`src/rtl/game_timer.sv`:
```
// Prescaled game timer: free-run up, up-to-LIMIT and countdown-from-LIMIT modes with pause/clear.
// Optional GAME_TIMER_BCD_OUT_EN adds a registered, saturating two-digit BCD copy of the count.
module game_timer #(
    parameter int WIDTH    = 7,
    parameter int TICK_DIV = 50000000,
    parameter int LIMIT    = 20
) (
    input  logic             i_Clock,
    input  logic             i_Reset,
    input  logic             i_Start,
    input  logic             i_Enable,
    input  logic             i_Clear,
    input  logic [1:0]       i_Mode,
    output logic [WIDTH-1:0] o_Timer,
    output logic             o_TickPulse,
    output logic             o_countDone,
    output logic             o_DonePulse,
    output logic             o_Running
`ifdef GAME_TIMER_BCD_OUT_EN
    ,
    output logic [7:0]       o_TimerBCD
`endif
);

    localparam int              PW        = (TICK_DIV > 1) ? $clog2(TICK_DIV) : 1;
    localparam logic [PW-1:0]    PRESC_MAX = PW'(TICK_DIV - 1);
    localparam logic [WIDTH-1:0] LIMIT_V   = WIDTH'(LIMIT);

    typedef enum logic [1:0] {
        S_IDLE  = 2'd0,
        S_RUN   = 2'd1,
        S_PAUSE = 2'd2,
        S_DONE  = 2'd3
    } state_t;

    state_t           r_state;
    state_t           w_state_nxt;
    logic [PW-1:0]    r_presc;
    logic [PW-1:0]    w_presc_nxt;
    logic [WIDTH-1:0] r_timer;
    logic [WIDTH-1:0] w_timer_nxt;
    logic [1:0]       r_mode;
    logic [1:0]       w_mode_nxt;
    logic             r_done;
    logic             w_done_nxt;
    logic             r_done_pulse;
    logic             w_done_pulse_nxt;
    logic             r_tick;
    logic             w_tick_nxt;
    logic             r_running;

    logic             w_mode_limit;
    logic             w_mode_down;
    logic [WIDTH-1:0] w_timer_step;
    logic             w_terminal;

`ifdef GAME_TIMER_BCD_OUT_EN
    logic [7:0]       r_bcd;

    function automatic logic [7:0] f_bcd_sat(input logic [WIDTH-1:0] v);
        int unsigned val;
        logic [3:0]  tens;
        logic [3:0]  ones;
        val = 32'(v);
        if (val >= 32'd100) begin
            return 8'h99;
        end
        tens = 4'(val / 32'd10);
        ones = 4'(val % 32'd10);
        return {tens, ones};
    endfunction
`endif

    // Mode 11 falls through to the free-running up-count.
    assign w_mode_limit = (r_mode == 2'b01);
    assign w_mode_down  = (r_mode == 2'b10);
    assign w_timer_step = w_mode_down ? (r_timer - WIDTH'(1)) : (r_timer + WIDTH'(1));
    assign w_terminal   = (w_mode_limit && (w_timer_step == LIMIT_V)) ||
                          (w_mode_down  && (w_timer_step == '0));

    always_comb begin
        w_state_nxt      = r_state;
        w_presc_nxt      = r_presc;
        w_timer_nxt      = r_timer;
        w_mode_nxt       = r_mode;
        w_done_nxt       = r_done;
        w_done_pulse_nxt = 1'b0;
        w_tick_nxt       = 1'b0;

        if (i_Clear) begin
            w_state_nxt = S_IDLE;
            w_presc_nxt = '0;
            w_timer_nxt = '0;
            w_done_nxt  = 1'b0;
        end else begin
            case (r_state)
                S_IDLE, S_DONE: begin
                    if (i_Start) begin
                        w_state_nxt = S_RUN;
                        w_mode_nxt  = i_Mode;
                        w_presc_nxt = '0;
                        w_timer_nxt = (i_Mode == 2'b10) ? LIMIT_V : '0;
                        w_done_nxt  = 1'b0;
                    end
                end
                S_RUN: begin
                    // A falling Enable beats a coincident tick.
                    if (!i_Enable) begin
                        w_state_nxt = S_PAUSE;
                    end else if (r_presc == PRESC_MAX) begin
                        w_presc_nxt = '0;
                        w_tick_nxt  = 1'b1;
                        w_timer_nxt = w_timer_step;
                        if (w_terminal) begin
                            w_state_nxt      = S_DONE;
                            w_done_nxt       = 1'b1;
                            w_done_pulse_nxt = 1'b1;
                        end
                    end else begin
                        w_presc_nxt = r_presc + PW'(1);
                    end
                end
                S_PAUSE: begin
                    if (i_Enable) begin
                        w_state_nxt = S_RUN;
                    end
                end
                default: begin
                    w_state_nxt = S_IDLE;
                end
            endcase
        end
    end

    always_ff @(posedge i_Clock) begin
        if (!i_Reset) begin
            r_state <= S_IDLE;
        end else begin
            r_state <= w_state_nxt;
        end
    end

    // Output registers are loaded from next-state values so they line up with r_state.
    always_ff @(posedge i_Clock) begin
        if (!i_Reset) begin
            r_presc      <= '0;
            r_timer      <= '0;
            r_mode       <= 2'b00;
            r_done       <= 1'b0;
            r_done_pulse <= 1'b0;
            r_tick       <= 1'b0;
            r_running    <= 1'b0;
        end else begin
            r_presc      <= w_presc_nxt;
            r_timer      <= w_timer_nxt;
            r_mode       <= w_mode_nxt;
            r_done       <= w_done_nxt;
            r_done_pulse <= w_done_pulse_nxt;
            r_tick       <= w_tick_nxt;
            r_running    <= (w_state_nxt == S_RUN);
        end
    end

`ifdef GAME_TIMER_BCD_OUT_EN
    always_ff @(posedge i_Clock) begin
        if (!i_Reset) begin
            r_bcd <= 8'h00;
        end else begin
            r_bcd <= f_bcd_sat(w_timer_nxt);
        end
    end

    assign o_TimerBCD = r_bcd;
`endif

    assign o_Timer     = r_timer;
    assign o_TickPulse = r_tick;
    assign o_countDone = r_done;
    assign o_DonePulse = r_done_pulse;
    assign o_Running   = r_running;

endmodule

```
`config.mk`:
```
export PLATFORM = sky130hd
export DESIGN_NAME = game_timer
export DESIGN_NICKNAME = d
export VERILOG_FILES = /design/src/rtl/game_timer.sv
export SDC_FILE = /design/constraint.sdc
export NUM_CORES = 1
export LEC_CHECK = 0
export ABC_AREA = 1
export BUFFER_PORTS_ARGS = -buffer_cell sky130_fd_sc_hd__buf_2
export CAP_MARGIN = 25
export CORE_ASPECT_RATIO = 2
export CORE_MARGIN = 5
export CORE_UTILIZATION = 29
export DETAILED_ROUTE_END_ITERATION = 8
export GPL_TIMING_DRIVEN = 1
export PLACE_DENSITY = 0.55
export SKIP_LAST_GASP = 1
export SYNTH_ARGS = -nofsm -noshare
export SYNTH_HDL_FRONTEND = slang
export SYNTH_SLANG_ARGS = --single-unit
```
`constraint.sdc`:
```
create_clock -name i_Clock -period 4.85 [get_ports i_Clock]
set_clock_uncertainty 0.2 [all_clocks]
set_input_delay 1.2125 -clock i_Clock [delete_from_list [all_inputs] [get_ports i_Clock]]
set_output_delay 1.2125 -clock i_Clock [all_outputs]
set_load 0.02 [all_outputs]
```
==> out/results.tsv, run 1 <==
stage	metric	value	unit
worst_setup_path	worst setup path startpoint	i_Start	
route	Post-DRT Antenna Nets	0	
route	highest metal used	met4	
finish	filler instances	895	
floorplanning	die width	73.0	µm
cts	clk sinks	41	
finish	Layout Area Growth over Synthesis	15.2	%
floorplanning	row count	46	
worst_setup_path	required time of the critical path	4820	ps
timing	Hold Worst Slack	274	ps
flow_run	Max-Cap Viols	0	
finish	Antenna diodes	0	
worst_setup_path	CP most frequent cell	nor2_1	
power	Leakage	1.06	nW
finish	most common cell after layout, fill and taps aside	nand2_1	
worst_setup_path	Slowest-stage cell, CP	a21oi_2	
synth	synthesis-stage register bit count	41	
timing	Max Slew Vio Count	0	
placed_design	dpl cell area	0.00248	mm²
timing	period utilisation layout	57.6	%
grt	number of global-route vias before repair	2069	
finish	most frequent cells in the layout	nand2_1 (58), inv_1 (50), dfxtp_1 (41)	
grt	first-pass GRT wire length	9050	µm
power	power density over the cells	303	mW/mm²
cts	CTS tree	done	
timing	Final Hold Vio Count	0	
placed_design	RePlAce Congestion	0.857	
cts	Worst-Skew Late Latency	280	ps
worst_setup_path	crit path DAT	2770	ps
grt	initial antenna violation count	0	
timing	Final setup viols	0	
cts	H-tree depth	2	
synth	Mapped Avg Cell Area	6.89	µm²
cts	CTS buffer count	5	
floorplanning	Initial Util	29.4	%
cts	Longest Clk Path Bufs	2	
worst_setup_path	cell depth of the worst setup path	15	
worst_setup_path	Startpoint Class	input port	
route	WL per Instance	11.2	µm
route	drt first pass iters	4	
cts	Post-CTS Setup Bufs	0	
synth	post-synthesis net count	346	
timing	RSZ-0062 raised after global routing	false	
worst_setup_path	Reg2Reg Depth	17	
finish	layout cells sized above 1	14.6	%
timing	Highest Clock Rate	358	MHz
worst_setup_path	Setup crit end	r_presc[20]$_SDFFE_PP0P_	
timing	Final TNS setup	0	ps
synth	register area share after synthesis	35.7	%
synth	synthesized cell area	0.00230	mm²
floorplanning	core area	0.00783	mm²
placed_design	PortBufs	17	
finish	post-layout instance area	0.00265	mm²
worst_setup_path	reg2reg start	r_state[0]$_SDFF_PN0_	
worst_setup_path	worst path bufs/invs	5	
worst_setup_path	flop-to-flop setup slack	2220	ps
synth	Yosys cell types	35	
route	post-detailed-route DRC marker count	0	
worst_setup_path	critical path's top delay family	simple AND/OR/NAND/NOR gates	
route	mean number of vias per cell	4.65	
cts	Reg clk slew, reported paths	60	ps
grt	grt ovf	0	
grt	Tot GR Track Use	11.2	%
worst_setup_path	CP Capture Type	flop	
timing	Tmin final	2790	ps
worst_setup_path	Worst R2R End	r_presc[20]$_SDFFE_PP0P_	
synth	Cells after Synth	334	
route	met3 wire length	146	µm
finish	nets	367	
worst_setup_path	CP Class	input port to flop	
cts	post_cts resized	0	
floorplanning	Die H	136	µm
route	met1 wire length	2410	µm
finish	Finished Layout Cells	452	
placed_design	placed cells	444	
timing	Max transition margin	61.9	%
cts	hold_buf cts	0	
route	Iter 0 DRT Violations	81	
route	DR WL met2	2400	µm
worst_setup_path	crit-path max cell delay	160	ps
floorplanning	io pins	18	
outcome	outcome	completed	
cts	CTS root buf	clkbuf_16	
synth	Ys Warns	0	
power	VDD IR max	0.000184	V
worst_setup_path	CP cell instances	buf_2 > nor2_1 > inv_2 > o21ai_1 > a21oi_2 > inv_2 > nor2_4 > nand3_1 > inv_1 > nand3_1 > nor2_1 > inv_1 > nor2_1 > a21oi_1 > o21a_1	
grt	largest net degree at the start of global routing	22	
timing	measured slew at the worst slew-check pin	566	ps
placed_design	hpwl dp	4150	µm
floorplanning	DIE AREA	0.00992	mm²
worst_setup_path	CP Max Fanout	12	
route	total length of routed wires	5050	µm
min_path	Hold Crit Class	flop to flop	
route	vias	2101	
-- report_power, final --
| part | total, W | switching (W) | internal [W] |
|---|---|---|---|
| Clock | 0.000381 | 0.000124 | 0.000257 |
| Sequential | 0.000345 | 0.00000389 | 0.000341 |
| Combinational | 0.0000759 | 0.0000532 | 0.0000227 |
| Total | 0.000802 | 0.000181 | 0.000621 |
-- sequential cells by signal (all words and copies together) (netlist names) --
register,flops
r_mode,2
r_presc,26
o_Timer,7
o_Running,1
o_TickPulse,1
o_DonePulse,1
o_countDone,1
r_state,2
-- cell families (layout without fill, tap and decap cells) --
group                    Yosys count  after routing  synth area share [%]
AO/OA/AOI/OAI                     56             56                  14.5
XOR/XNOR                           7              7                  2.67
adder cells (fa/ha/maj)            5              5                  2.72
buffers and inverters             58             80                  10.2
flip-flops                        41             41                  35.7
AND/OR/NAND/NOR                  167            167                  34.3
-- synthesized netlist by cell type --
| cell type | instances | area, µm² |
|---|---|---|
| nor3_2 | 1 | 10.0 |
| o21ai_1 | 2 | 10.0 |
| a22oi_1 | 2 | 15.0 |
| nor3b_1 | 2 | 15.0 |
| xor2_1 | 4 | 35.0 |
| nor3_1 | 13 | 65.1 |
| o21bai_1 | 1 | 7.51 |
| o31ai_1 | 1 | 7.51 |
| buf_2 | 1 | 5.00 |
| inv_1 | 50 | 188 |
| o21a_1 | 5 | 37.5 |
| nor2_4 | 4 | 45.0 |
| inv_2 | 5 | 18.8 |
| nor4_1 | 3 | 18.8 |
| a211oi_1 | 3 | 22.5 |
| nor2_1 | 39 | 146 |
| and2_1 | 1 | 6.26 |
| o21ai_0 | 14 | 70.1 |
| dfxtp_1 | 41 | 821 |
| nor2_2 | 4 | 25.0 |
| buf_6 | 2 | 22.5 |
| a21oi_2 | 2 | 17.5 |
| o22ai_1 | 1 | 6.26 |
| nand2_2 | 9 | 56.3 |
| a311oi_1 | 1 | 8.76 |
| ha_1 | 5 | 62.6 |
| a31o_2 | 1 | 8.76 |
| nand3_1 | 25 | 125 |
| a221oi_1 | 1 | 8.76 |
| a31oi_1 | 2 | 12.5 |
| a21oi_1 | 20 | 100 |
| nand3_2 | 2 | 20.0 |
| xnor2_1 | 3 | 26.3 |
| nand4_1 | 6 | 37.5 |
| nand2_1 | 58 | 218 |
-- worst min-delay path by stage --
| stage | from | end | slack (ps) | cells past startpoint |
|---|---|---|---|---|
| floorplan | r_presc[13]$_SDFFE_PP0P_ | r_presc[13]$_SDFFE_PP0P_ | 250 | 2 |
| global placement | o_countDone$_SDFFE_PP0P_ | o_countDone$_SDFFE_PP0P_ | 260 | 2 |
| detailed placement | o_countDone$_SDFFE_PP0P_ | o_countDone$_SDFFE_PP0P_ | 270 | 2 |
| CTS | o_countDone$_SDFFE_PP0P_ | o_countDone$_SDFFE_PP0P_ | 280 | 2 |
| global route | r_presc[1]$_SDFFE_PP0P_ | r_presc[1]$_SDFFE_PP0P_ | 300 | 2 |
| finish | o_countDone$_SDFFE_PP0P_ | o_countDone$_SDFFE_PP0P_ | 270 | 2 |
-- per-stage QoR --
stage / utilization (%) / worst slack, ps / power, W
2_1_floorplan: - / 2140 / 0.000415
3_3_place_gp: 31.6 / 1810 / 0.000429
3_5_place_dp: 31.6 / 1770 / 0.000429
4_1_cts: 33.9 / 2050 / 0.000812
5_1_grt: 33.9 / 1790 / 0.000840
6_report: 33.9 / 2060 / 0.000802
-- per-layer routing --
layer / vias up / track usage, %
li1: 1132 / -
met1: 932 / 14.4
met2: 29 / 18.6
met3: 8 / 2.00
met4: 0 / 3.49
met5: - / 0
-- area by class of cell --
type	count	area, µm²	share of cell area (%)
multi-input cells	235	1240	47.0
repair buffers	17	85.1	3.21
clock inverters	1	30.0	1.13
inverters	55	206	7.79
well taps	96	120	4.53
flip-flops and latches	41	821	31.0
clock buffers	7	143	5.38
-- worst register-to-register path, stage by stage (launching register included) --
cell and delay (ps):
dfxtp_1 350, inv_1 80, ha_1 350, inv_2 90, nor2_1 50, inv_2 60
o21ai_1 80, a21oi_2 160, inv_2 140, nor2_4 130, nand3_1 100, inv_1 120
nand3_1 90, nor2_1 150, inv_1 70, nor2_1 120, a21oi_1 80, o21a_1 110
Power figures use the tool's default switching activity.
==> run 2, diff against run 1 <==
--- a/config.mk
+++ b/config.mk
@@ -13,7 +13,7 @@
 export CORE_UTILIZATION = 29
 export DETAILED_ROUTE_END_ITERATION = 8
 export GPL_TIMING_DRIVEN = 1
-export PLACE_DENSITY = 0.55
+export PLACE_DENSITY = 0.57
 export SKIP_LAST_GASP = 1
 export SYNTH_ARGS = -nofsm -noshare
 export SYNTH_HDL_FRONTEND = slang
==> constraint.sdc (replaced) <==
create_clock -name i_Clock -period 2.47 [get_ports i_Clock]
set_clock_uncertainty 0.2 [all_clocks]
set_input_delay 0.6175 -clock i_Clock [delete_from_list [all_inputs] [get_ports i_Clock]]
set_output_delay 0.6175 -clock i_Clock [all_outputs]
set_load 0.02 [all_outputs]
==> out/results.tsv, run 2 (synthesis results as in run 1) <==
stage	metric	value	unit
timing	Max Slew Vio Count	0	
worst_setup_path	CP Max Fanout	3	
grt	initial antenna violation count	0	
floorplanning	io pins	18	
flow_run	Max-Cap Viols	0	
timing	Final TNS setup	0	ps
grt	Tot GR Track Use	11.4	%
floorplanning	Die H	136	µm
cts	CTS tree	done	
grt	number of global-route vias before repair	2083	
finish	layout cells sized above 1	21.9	%
finish	filler instances	874	
placed_design	worst slack, placed	60.7	ps
cts	Reg clk slew, reported paths	60	ps
cts	Longest Clk Path Bufs	2	
route	Post-DRT Antenna Nets	0	
finish	most frequent cells in the layout	nand2_1 (57), inv_1 (49), dfxtp_1 (40)	
min_path	Hold Crit Class	flop to flop	
route	WL per Instance	11.3	µm
finish	Antenna diodes	0	
cts	CTS root buf	clkbuf_16	
power	Leakage	1.16	nW
floorplanning	DIE AREA	0.00992	mm²
power	VDD IR max	0.000346	V
timing	measured slew at the worst slew-check pin	515	ps
grt	grt ovf	0	
cts	Worst-Skew Late Latency	280	ps
route	Iter 0 DRT Violations	70	
grt	M1 GR Usage	13.7	%
grt	met3 usage	2.22	%
timing	period utilisation layout	92.3	%
finish	post-layout instance area	0.00284	mm²
timing	Max transition margin	65.4	%
route	drt first pass iters	4	
timing	Final setup viols	0	
finish	nets	387	
worst_setup_path	required time of the critical path	2450	ps
timing	setup ws final	190	ps
placed_design	RePlAce Congestion	0.871	
finish	Largest Register	r_presc	
grt	GR peak layer	met2	
outcome	outcome	completed	
grt	first-pass GRT wire length	9090	µm
finish	Layout Area Growth over Synthesis	23.3	%
finish	most common cell after layout, fill and taps aside	nand2_1	
placed_design	dpl cell area	0.00261	mm²
power	total power	0.00158	W
worst_setup_path	crit path DAT	2260	ps
route	post-detailed-route DRC marker count	0	
route	total length of routed wires	5320	µm
timing	Highest Clock Rate	439	MHz
route	mean number of vias per cell	4.65	
grt	largest net degree at the start of global routing	22	
worst_setup_path	Startpoint Class	flop	
placed_design	hpwl dp	4250	µm
finish	max FFs per register	26	
grt	met2 Track Usage GR	19.3	%
placed_design	PortBufs	17	
cts	CTS buffer count	5	
power	power density over the cells	557	mW/mm²
timing	Final Hold Vio Count	0	
route	vias	2191	
floorplanning	Initial Util	29.4	%
cts	H-tree depth	2	
timing	Tmin final	2280	ps
worst_setup_path	CP Capture Type	flop	
cts	clk sinks	41	
floorplanning	die width	73.0	µm
worst_setup_path	CP Class	flop to flop	
floorplanning	core area	0.00783	mm²
floorplanning	row count	46	
run 2: changes by cell type in the layout (fill, tap and decap cells not counted), moves of 2 or more:
cell     before  now
buf_4         0   20
nand3_1      25   23
nand3_2       2    4
nor2_1       39   36
nor2_2        4    6
run 2: final timing paths:
kind / startpoint / endpoint / slack [ps] / cells after the start
min: r_presc[0]$_SDFFE_PP0P_ / r_presc[0]$_SDFFE_PP0P_ / 290 / 2
max: r_state[0]$_SDFF_PN0_ / r_presc[20]$_SDFFE_PP0P_ / 190 / 17
max reg2reg: r_state[0]$_SDFF_PN0_ / r_presc[20]$_SDFFE_PP0P_ / 190 / 17
min reg2reg: r_presc[0]$_SDFFE_PP0P_ / r_presc[0]$_SDFFE_PP0P_ / 290 / 2
run 2: what timing repair did:
item,4_1_cts,5_1_grt
setup buffers,0,3
gates resized for setup,0,13
hold buffers,0,0
setup endpoints to repair,0,24
run 2: cell type report:
cell class,instances,area [µm²],area share [%]
Multi-Input combinational cell,235,1290,45.5
Sequential cell,41,822,29.0
Timing Repair Buffer,37,235,8.29
Inverter,55,209,7.37
Clock buffer,5,125,4.41
Tap cell,96,120,4.23
Clock inverter,2,35.0,1.24
run 2: metal layers:
metal	up-vias	part of all wire [%]
li1	1170	-
met1	981	46
met2	27	49
met3	13	2.3
met4	0	2.4
met5	-	0
run 2: report_power, final:
group | total, W | switching (W) | internal, W
Sequential | 0.000677 | 0.00000702 | 0.000670
Combinational | 0.000184 | 0.000114 | 0.0000698
Clock | 0.000719 | 0.000250 | 0.000469
run 2: critical path, stage by stage, from the launching register on:
cell     delay, ps
dfxtp_2        330
inv_1           70
ha_4           240
inv_2           50
nor2_1          40
inv_2           60
o21ai_1         80
a21oi_2        150
inv_2           90
nor2_4         140
nand3_2         90
inv_2           70
nand3_2         70
nor2_2         130
inv_1           60
nor2_2         130
a21oi_1         80
o21a_1         100
run 2: per-stage QoR:
stage                     hold WS (ps)  util [%]  cells
after floorplan                    253         -    334
after global routing               316      36.2    471
final                              287      36.2    471
after global placement             279      33.3    461
after detailed placement           279      33.3    461
after CTS                          289      35.3    468
